## src/rtl/altair_pkg.sv

```systemverilog
// Shared types and sizes for the Altair main-RAM arbiter.
package altair_pkg;

    localparam int ALTAIR_ADDR_BITS = 16;
    localparam int ALTAIR_DATA_BITS = 8;

    typedef enum logic [1:0] {
        IDLE = 2'd0,
        ACC  = 2'd1,
        DONE = 2'd2
    } arb_state_e;

    typedef enum logic {
        GNT_CPU = 1'b0,
        GNT_SPI = 1'b1
    } grant_e;

endpackage

```

## src/rtl/spi_req_capture.sv

```systemverilog
// One-entry buffer for single-cycle SPI wr/rd strobes, with overrun flag and
// SPI address window decode.
module spi_req_capture
    import altair_pkg::*;
#(
    parameter int          ADDR_BITS = ALTAIR_ADDR_BITS,
    parameter int          DATA_BITS = ALTAIR_DATA_BITS,
    parameter logic [31:0] SPI_BASE  = 32'h0000_0000
) (
    input  logic                 clk,
    input  logic                 reset,
    input  logic                 spi_wr,
    input  logic                 spi_rd,
    input  logic [31:0]          spi_addr,
    input  logic [DATA_BITS-1:0] spi_wdata,
    input  logic                 pop,
    output logic                 pending,
    output logic                 op_we,
    output logic [ADDR_BITS-1:0] addr,
    output logic [DATA_BITS-1:0] data,
    output logic                 in_window,
    output logic                 overrun
);

    logic                 pending_q, pending_d;
    logic                 op_we_q;
    logic [ADDR_BITS-1:0] addr_q;
    logic [DATA_BITS-1:0] data_q;
    logic                 in_window_q;
    logic                 overrun_q;

    logic strobe;
    logic accept;
    logic drop;
    logic win_hit;

    always_comb begin
        strobe    = spi_wr | spi_rd;
        accept    = strobe & ~pending_q;
        // A simultaneous wr+rd always loses the read, even into an empty buffer.
        drop      = (strobe & pending_q) | (spi_wr & spi_rd);
        win_hit   = (spi_addr[31:ADDR_BITS] == SPI_BASE[31:ADDR_BITS]);
        pending_d = pending_q;
        if (pop) begin
            pending_d = 1'b0;
        end
        if (accept) begin
            pending_d = 1'b1;
        end
    end

    always_ff @(posedge clk) begin
        if (reset) begin
            pending_q   <= 1'b0;
            op_we_q     <= 1'b0;
            addr_q      <= '0;
            data_q      <= '0;
            in_window_q <= 1'b0;
            overrun_q   <= 1'b0;
        end else begin
            pending_q <= pending_d;
            if (accept) begin
                op_we_q     <= spi_wr;
                addr_q      <= spi_addr[ADDR_BITS-1:0];
                data_q      <= spi_wdata;
                in_window_q <= win_hit;
            end
            if (drop) begin
                overrun_q <= 1'b1;
            end
        end
    end

    assign pending   = pending_q;
    assign op_we     = op_we_q;
    assign addr      = addr_q;
    assign data      = data_q;
    assign in_window = in_window_q;
    assign overrun   = overrun_q;

endmodule

```

## src/rtl/altair_ram_arbiter.sv

```systemverilog
// Round-robin arbiter sharing the single-port Altair main RAM between the 8080
// core and the ESP32 SPI port. One access per IDLE -> ACC -> DONE slot.
module altair_ram_arbiter
    import altair_pkg::*;
#(
    parameter int                   ADDR_BITS = ALTAIR_ADDR_BITS,
    parameter int                   DATA_BITS = ALTAIR_DATA_BITS,
    parameter logic [31:0]          SPI_BASE  = 32'h0000_0000,
    parameter logic [DATA_BITS-1:0] OOW_RDATA = 8'hFF
) (
    input  logic                 clk,
    input  logic                 reset,
    input  logic                 cpu_req,
    input  logic                 cpu_we,
    input  logic [ADDR_BITS-1:0] cpu_addr,
    input  logic [DATA_BITS-1:0] cpu_wdata,
    output logic [DATA_BITS-1:0] cpu_rdata,
    output logic                 cpu_ack,
    input  logic                 spi_wr,
    input  logic                 spi_rd,
    input  logic [31:0]          spi_addr,
    input  logic [DATA_BITS-1:0] spi_wdata,
    output logic [DATA_BITS-1:0] spi_rdata,
    output logic                 spi_rvalid,
    output logic                 spi_overrun,
    output logic                 busy,
    output logic [ADDR_BITS-1:0] ram_addr,
    output logic                 ram_we,
    output logic [DATA_BITS-1:0] ram_wdata,
    input  logic [DATA_BITS-1:0] ram_rdata
);

    arb_state_e           state_q, state_d;
    grant_e               grant_q, grant_d;
    grant_e               last_grant_q, last_grant_d;
    logic                 op_we_q, op_we_d;
    logic [ADDR_BITS-1:0] ram_addr_q, ram_addr_d;
    logic                 ram_we_q, ram_we_d;
    logic [DATA_BITS-1:0] ram_wdata_q, ram_wdata_d;
    logic [DATA_BITS-1:0] cpu_rdata_q, cpu_rdata_d;
    logic [DATA_BITS-1:0] spi_rdata_q, spi_rdata_d;

    logic                 spi_pending;
    logic                 spi_op_we;
    logic [ADDR_BITS-1:0] spi_op_addr;
    logic [DATA_BITS-1:0] spi_op_data;
    logic                 spi_in_window;
    logic                 spi_pop;
    logic                 cpu_done;
    logic                 spi_done;

    spi_req_capture #(
        .ADDR_BITS (ADDR_BITS),
        .DATA_BITS (DATA_BITS),
        .SPI_BASE  (SPI_BASE)
    ) u_spi_capture (
        .clk       (clk),
        .reset     (reset),
        .spi_wr    (spi_wr),
        .spi_rd    (spi_rd),
        .spi_addr  (spi_addr),
        .spi_wdata (spi_wdata),
        .pop       (spi_pop),
        .pending   (spi_pending),
        .op_we     (spi_op_we),
        .addr      (spi_op_addr),
        .data      (spi_op_data),
        .in_window (spi_in_window),
        .overrun   (spi_overrun)
    );

    always_comb begin
        state_d      = state_q;
        grant_d      = grant_q;
        last_grant_d = last_grant_q;
        op_we_d      = op_we_q;
        ram_addr_d   = ram_addr_q;
        ram_we_d     = 1'b0;
        ram_wdata_d  = ram_wdata_q;
        cpu_rdata_d  = cpu_rdata_q;
        spi_rdata_d  = spi_rdata_q;
        spi_pop      = 1'b0;
        cpu_done     = 1'b0;
        spi_done     = 1'b0;

        case (state_q)
            IDLE: begin
                if (cpu_req || spi_pending) begin
                    if (cpu_req && spi_pending) begin
                        grant_d = (last_grant_q == GNT_CPU) ? GNT_SPI : GNT_CPU;
                    end else if (cpu_req) begin
                        grant_d = GNT_CPU;
                    end else begin
                        grant_d = GNT_SPI;
                    end
                    last_grant_d = grant_d;
                    state_d      = ACC;
                    if (grant_d == GNT_CPU) begin
                        op_we_d     = cpu_we;
                        ram_addr_d  = cpu_addr;
                        ram_we_d    = cpu_we;
                        ram_wdata_d = cpu_wdata;
                    end else begin
                        op_we_d = spi_op_we;
                        // Out-of-window ops burn the slot but never touch the RAM.
                        if (spi_in_window) begin
                            ram_addr_d  = spi_op_addr;
                            ram_we_d    = spi_op_we;
                            ram_wdata_d = spi_op_data;
                        end
                    end
                end
            end
            ACC: begin
                state_d = DONE;
            end
            DONE: begin
                state_d = IDLE;
                if (grant_q == GNT_CPU) begin
                    cpu_done = 1'b1;
                    if (!op_we_q) begin
                        cpu_rdata_d = ram_rdata;
                    end
                end else begin
                    spi_pop = 1'b1;
                    if (!op_we_q) begin
                        spi_done    = 1'b1;
                        spi_rdata_d = spi_in_window ? ram_rdata : OOW_RDATA;
                    end
                end
            end
            default: begin
                state_d = IDLE;
            end
        endcase
    end

    always_ff @(posedge clk) begin
        if (reset) begin
            state_q      <= IDLE;
            grant_q      <= GNT_CPU;
            last_grant_q <= GNT_SPI;
            op_we_q      <= 1'b0;
            ram_addr_q   <= '0;
            ram_we_q     <= 1'b0;
            ram_wdata_q  <= '0;
            cpu_rdata_q  <= '0;
            spi_rdata_q  <= '0;
        end else begin
            state_q      <= state_d;
            grant_q      <= grant_d;
            last_grant_q <= last_grant_d;
            op_we_q      <= op_we_d;
            ram_addr_q   <= ram_addr_d;
            ram_we_q     <= ram_we_d;
            ram_wdata_q  <= ram_wdata_d;
            cpu_rdata_q  <= cpu_rdata_d;
            spi_rdata_q  <= spi_rdata_d;
        end
    end

    // Strobes are masked by reset so an access interrupted in ACC/DONE has no effect.
    assign ram_we     = ram_we_q & ~reset;
    assign cpu_ack    = cpu_done & ~reset;
    assign spi_rvalid = spi_done & ~reset;
    assign cpu_rdata  = cpu_rdata_d;
    assign spi_rdata  = spi_rdata_d;
    assign ram_addr   = ram_addr_q;
    assign ram_wdata  = ram_wdata_q;
    assign busy       = (state_q != IDLE) | spi_pending;

endmodule

```

## config.mk

```make
export PLATFORM = sky130hd
export DESIGN_NAME = altair_ram_arbiter
export DESIGN_NICKNAME = d
export VERILOG_FILES = /design/src/rtl/altair_pkg.sv /design/src/rtl/spi_req_capture.sv /design/src/rtl/altair_ram_arbiter.sv
export SDC_FILE = /design/constraint.sdc
export NUM_CORES = 1
export LEC_CHECK = 0
export ABC_AREA = 1
export BUFFER_PORTS_ARGS = -buffer_cell sky130_fd_sc_hd__buf_2
export CAP_MARGIN = 5
export CELL_PAD_IN_SITES_DETAIL_PLACEMENT = 2
export CELL_PAD_IN_SITES_GLOBAL_PLACEMENT = 2
export CORE_UTILIZATION = 27
export CTS_BUF_LIST = sky130_fd_sc_hd__clkbuf_4 sky130_fd_sc_hd__clkbuf_8 sky130_fd_sc_hd__clkbuf_16
export CTS_CLUSTER_DIAMETER = 50
export DETAILED_ROUTE_END_ITERATION = 8
export GPL_ROUTABILITY_DRIVEN = 0
export GPL_TIMING_DRIVEN = 0
export PLACE_DENSITY_LB_ADDON = 0.1
export REMOVE_ABC_BUFFERS = 1
export SYNTH_ARGS = -nofsm -noshare
export SYNTH_HDL_FRONTEND = slang
export SYNTH_SLANG_ARGS = --single-unit
export TNS_END_PERCENT = 5
```

## constraint.sdc

```tcl
create_clock -name clk -period 2.65 [get_ports clk]
set_input_delay 0.265 -clock clk [delete_from_list [all_inputs] [get_ports clk]]
set_output_delay 0.265 -clock clk [all_outputs]
set_load 0.1 [all_outputs]
```

==> results.cfg <==
[floorplanning]
die_y_um = 113.5
pin_count = 123
die_w_um = 113.5
core_area_um2 = 12060
rows = 40
start_util_pct = 27.81
dieArea_um2 = 12870

[finish]
area_growth_pct = 29.21
finalCoreUtilization_pct = 35.93
drive_gt1_share_pct = 27.62
nets = 703
antenna_cells = 0
design_area_um2 = 4334

[power]
ir_worst_vdd_mv = 0.2246
power_w = 0.003359
leakage_nw = 2.426
power.density_nw_per_um2 = 775.1

[clock_network]
cts_root_buf = clkbuf_16
h-tree-depth = 3
cts_sinks = 74
cts_setup_buffers = 0
numCtsBuffers = 9
clk_latency_ns = 0.34
clockBufferDepth = 2
clk_pin_slew_ns = 0.06
cts_tree = yes

[worst_setup_path]
start_kind = flop
worstPathMaxFanout = 17
cp.arrival_ns = 2.17
critPathLaunch = state_q[1]
crit_type = flop to output port
required_ns = 2.38
endpoint_kind = output port
reg2regPathDepth = 7
reg2reg_from = u_spi_capture.pending

[sta]
clock_skew_ns = 0.006082
setup-tns-final_ns = 0
finalHoldViolCount = 0
setup_viol = 0
whs_ns = 0.1493
fmax_mhz = 410.0
maxSlewHeadroom_pct = 22.37
rsz0062_at_grt = true
finalCritPeriodShare_pct = 92.04
fin_crit_ns = 2.439
slew_violations = 0
worstMarginPinSlew_ns = 1.164

[logic_synthesis]
ys_seq_elements = 74
syn_inst = 516
yosysTopAreaCell = dfxtp_1
synth-edff-count = 0
async_flop_share_pct = 0
synth_area_per_cell_um2 = 6.501
synth_top_area_share_pct = 44.16
synth_cell_types = 22
ys_seq_area_share_pct = 44.16
synth_warnings = 0
synth_area_um2 = 3354
synth_common_cells = 149 x nand2_1, 108 x nor2_1, 74 x dfxtp_1
dominantRegCellSynth = dfxtp_1
yosys-top-cells-area = dfxtp_1 44%, nand2_1 17%, nor2_1 12%, inv_1 7.6%, o21ai_0 6.9%
yosysMostFrequentCell = nand2_1

[worst_hold_path]
min_from = spi_addr[0]
hold_class = primary input to flop
hold_depth = 3

[grt]
antenna_found_initial = 1
grt_pass1_wl_um = 17390
grt_max_degree = 52
grtUsageTotal_pct = 17.42
grt_pass1_vias = 3707
grt_overflow = 0

[drt]
ant_nets = 0
drt_iter0_drc = 80
first_pass_iters = 4
route.detailed.vias_per_inst = 4.386
drc = 0
wirelength_um = 10360
wire_per_inst_um = 12.98
vias = 3500

[placed_design]
port_buffers = 122
dpl.hpwl_um = 7091
place_area_um2 = 4030

[flow_run]
cap_violations = 0

[status]
status = finished clean
-- report_power, final --
part	total, W	internal (W)	switching [W]
registers	0.00125	0.00121	0.0000447
logic	0.000906	0.000185	0.000721
clock network	0.00120	0.000729	0.000471
-- critical path: stages (launching register included) --
cell     delay [ns]
dfxtp_1        0.33
inv_1          0.06
nor2_2         0.14
nand3_1        0.46
nand2_1        0.17
o21ai_0        0.13
inv_1          0.11
buf_2          0.43
-- per-stage QoR --
step | worst slack (ns) | cells
CTS | 0.1176 | 798
global route | -0.07491 | 798
global placement | -0.2984 | 782
detailed placement | -0.3910 | 782
finish | 0.2110 | 798
floorplan | -0.1580 | 492
-- flip-flops by register name, summed over array words and instances (netlist names), 2 cells and up --
| name | flops |
|---|---|
| u_spi_capture.addr | 16 |
| state_q | 2 |
| u_spi_capture.data | 8 |
| spi_rdata_q | 8 |
| ram_addr | 16 |
| cpu_rdata_q | 8 |
| ram_wdata | 8 |
-- repair_timing --
action | in CTS | in global routing
gates resized for setup | 2 | 0
endpoints found under the hold margin | 0 | 0
hold buffers | 0 | 0
setup endpoints to repair | 24 | 17
gates cloned | 0 | 0
-- layer usage --
metal / track usage (%) / part of all wire [%]
met1: 19.53 / 43
met2: 31.18 / 50
met3: 4.198 / 5.1
met4: 7.895 / 1.9
met5: 0 / 0
-- layout by cell type, fill, tap and decap left out, drive strengths merged --
cell / instances
dfxtp: 74
nor3: 1
clkbuf: 14
o21ai: 48
a21oi: 6
nand2: 150
or2: 8
clkinv: 2
inv: 71
nand3: 4
buf: 122
nor2: 129
o22ai: 1
-- path summary, 6_finish.rpt --
kind	endpoint	slack, ns
max	spi_rdata[7]	0.21
max reg2reg	ram_wdata[3]	0.26
min	u_spi_capture.addr[0]	0.15
min reg2reg	u_spi_capture.in_window	0.46
-- cell type report --
cell class / count / area [um2]
timing repair buffer: 122 / 610.6
inverter: 71 / 266.5
multi-input combinational: 347 / 1474
sequential: 74 / 1481
tap: 168 / 210.2
clock inverter: 2 / 10.01
fill: 1456 / 7727
clock buffer: 14 / 281.5
-- cell families (layout without fill, tap and decap cells) --
| logic type | after synthesis | in the layout | synth area share, % |
|---|---|---|---|
| AND/OR/NAND/NOR | 292 | 292 | 35.10 |
| buffers and inverters | 95 | 209 | 12.27 |
| flip-flops | 74 | 74 | 44.16 |
| AO/OA/AOI/OAI | 55 | 55 | 8.467 |
(Power assumes the default switching activity.)
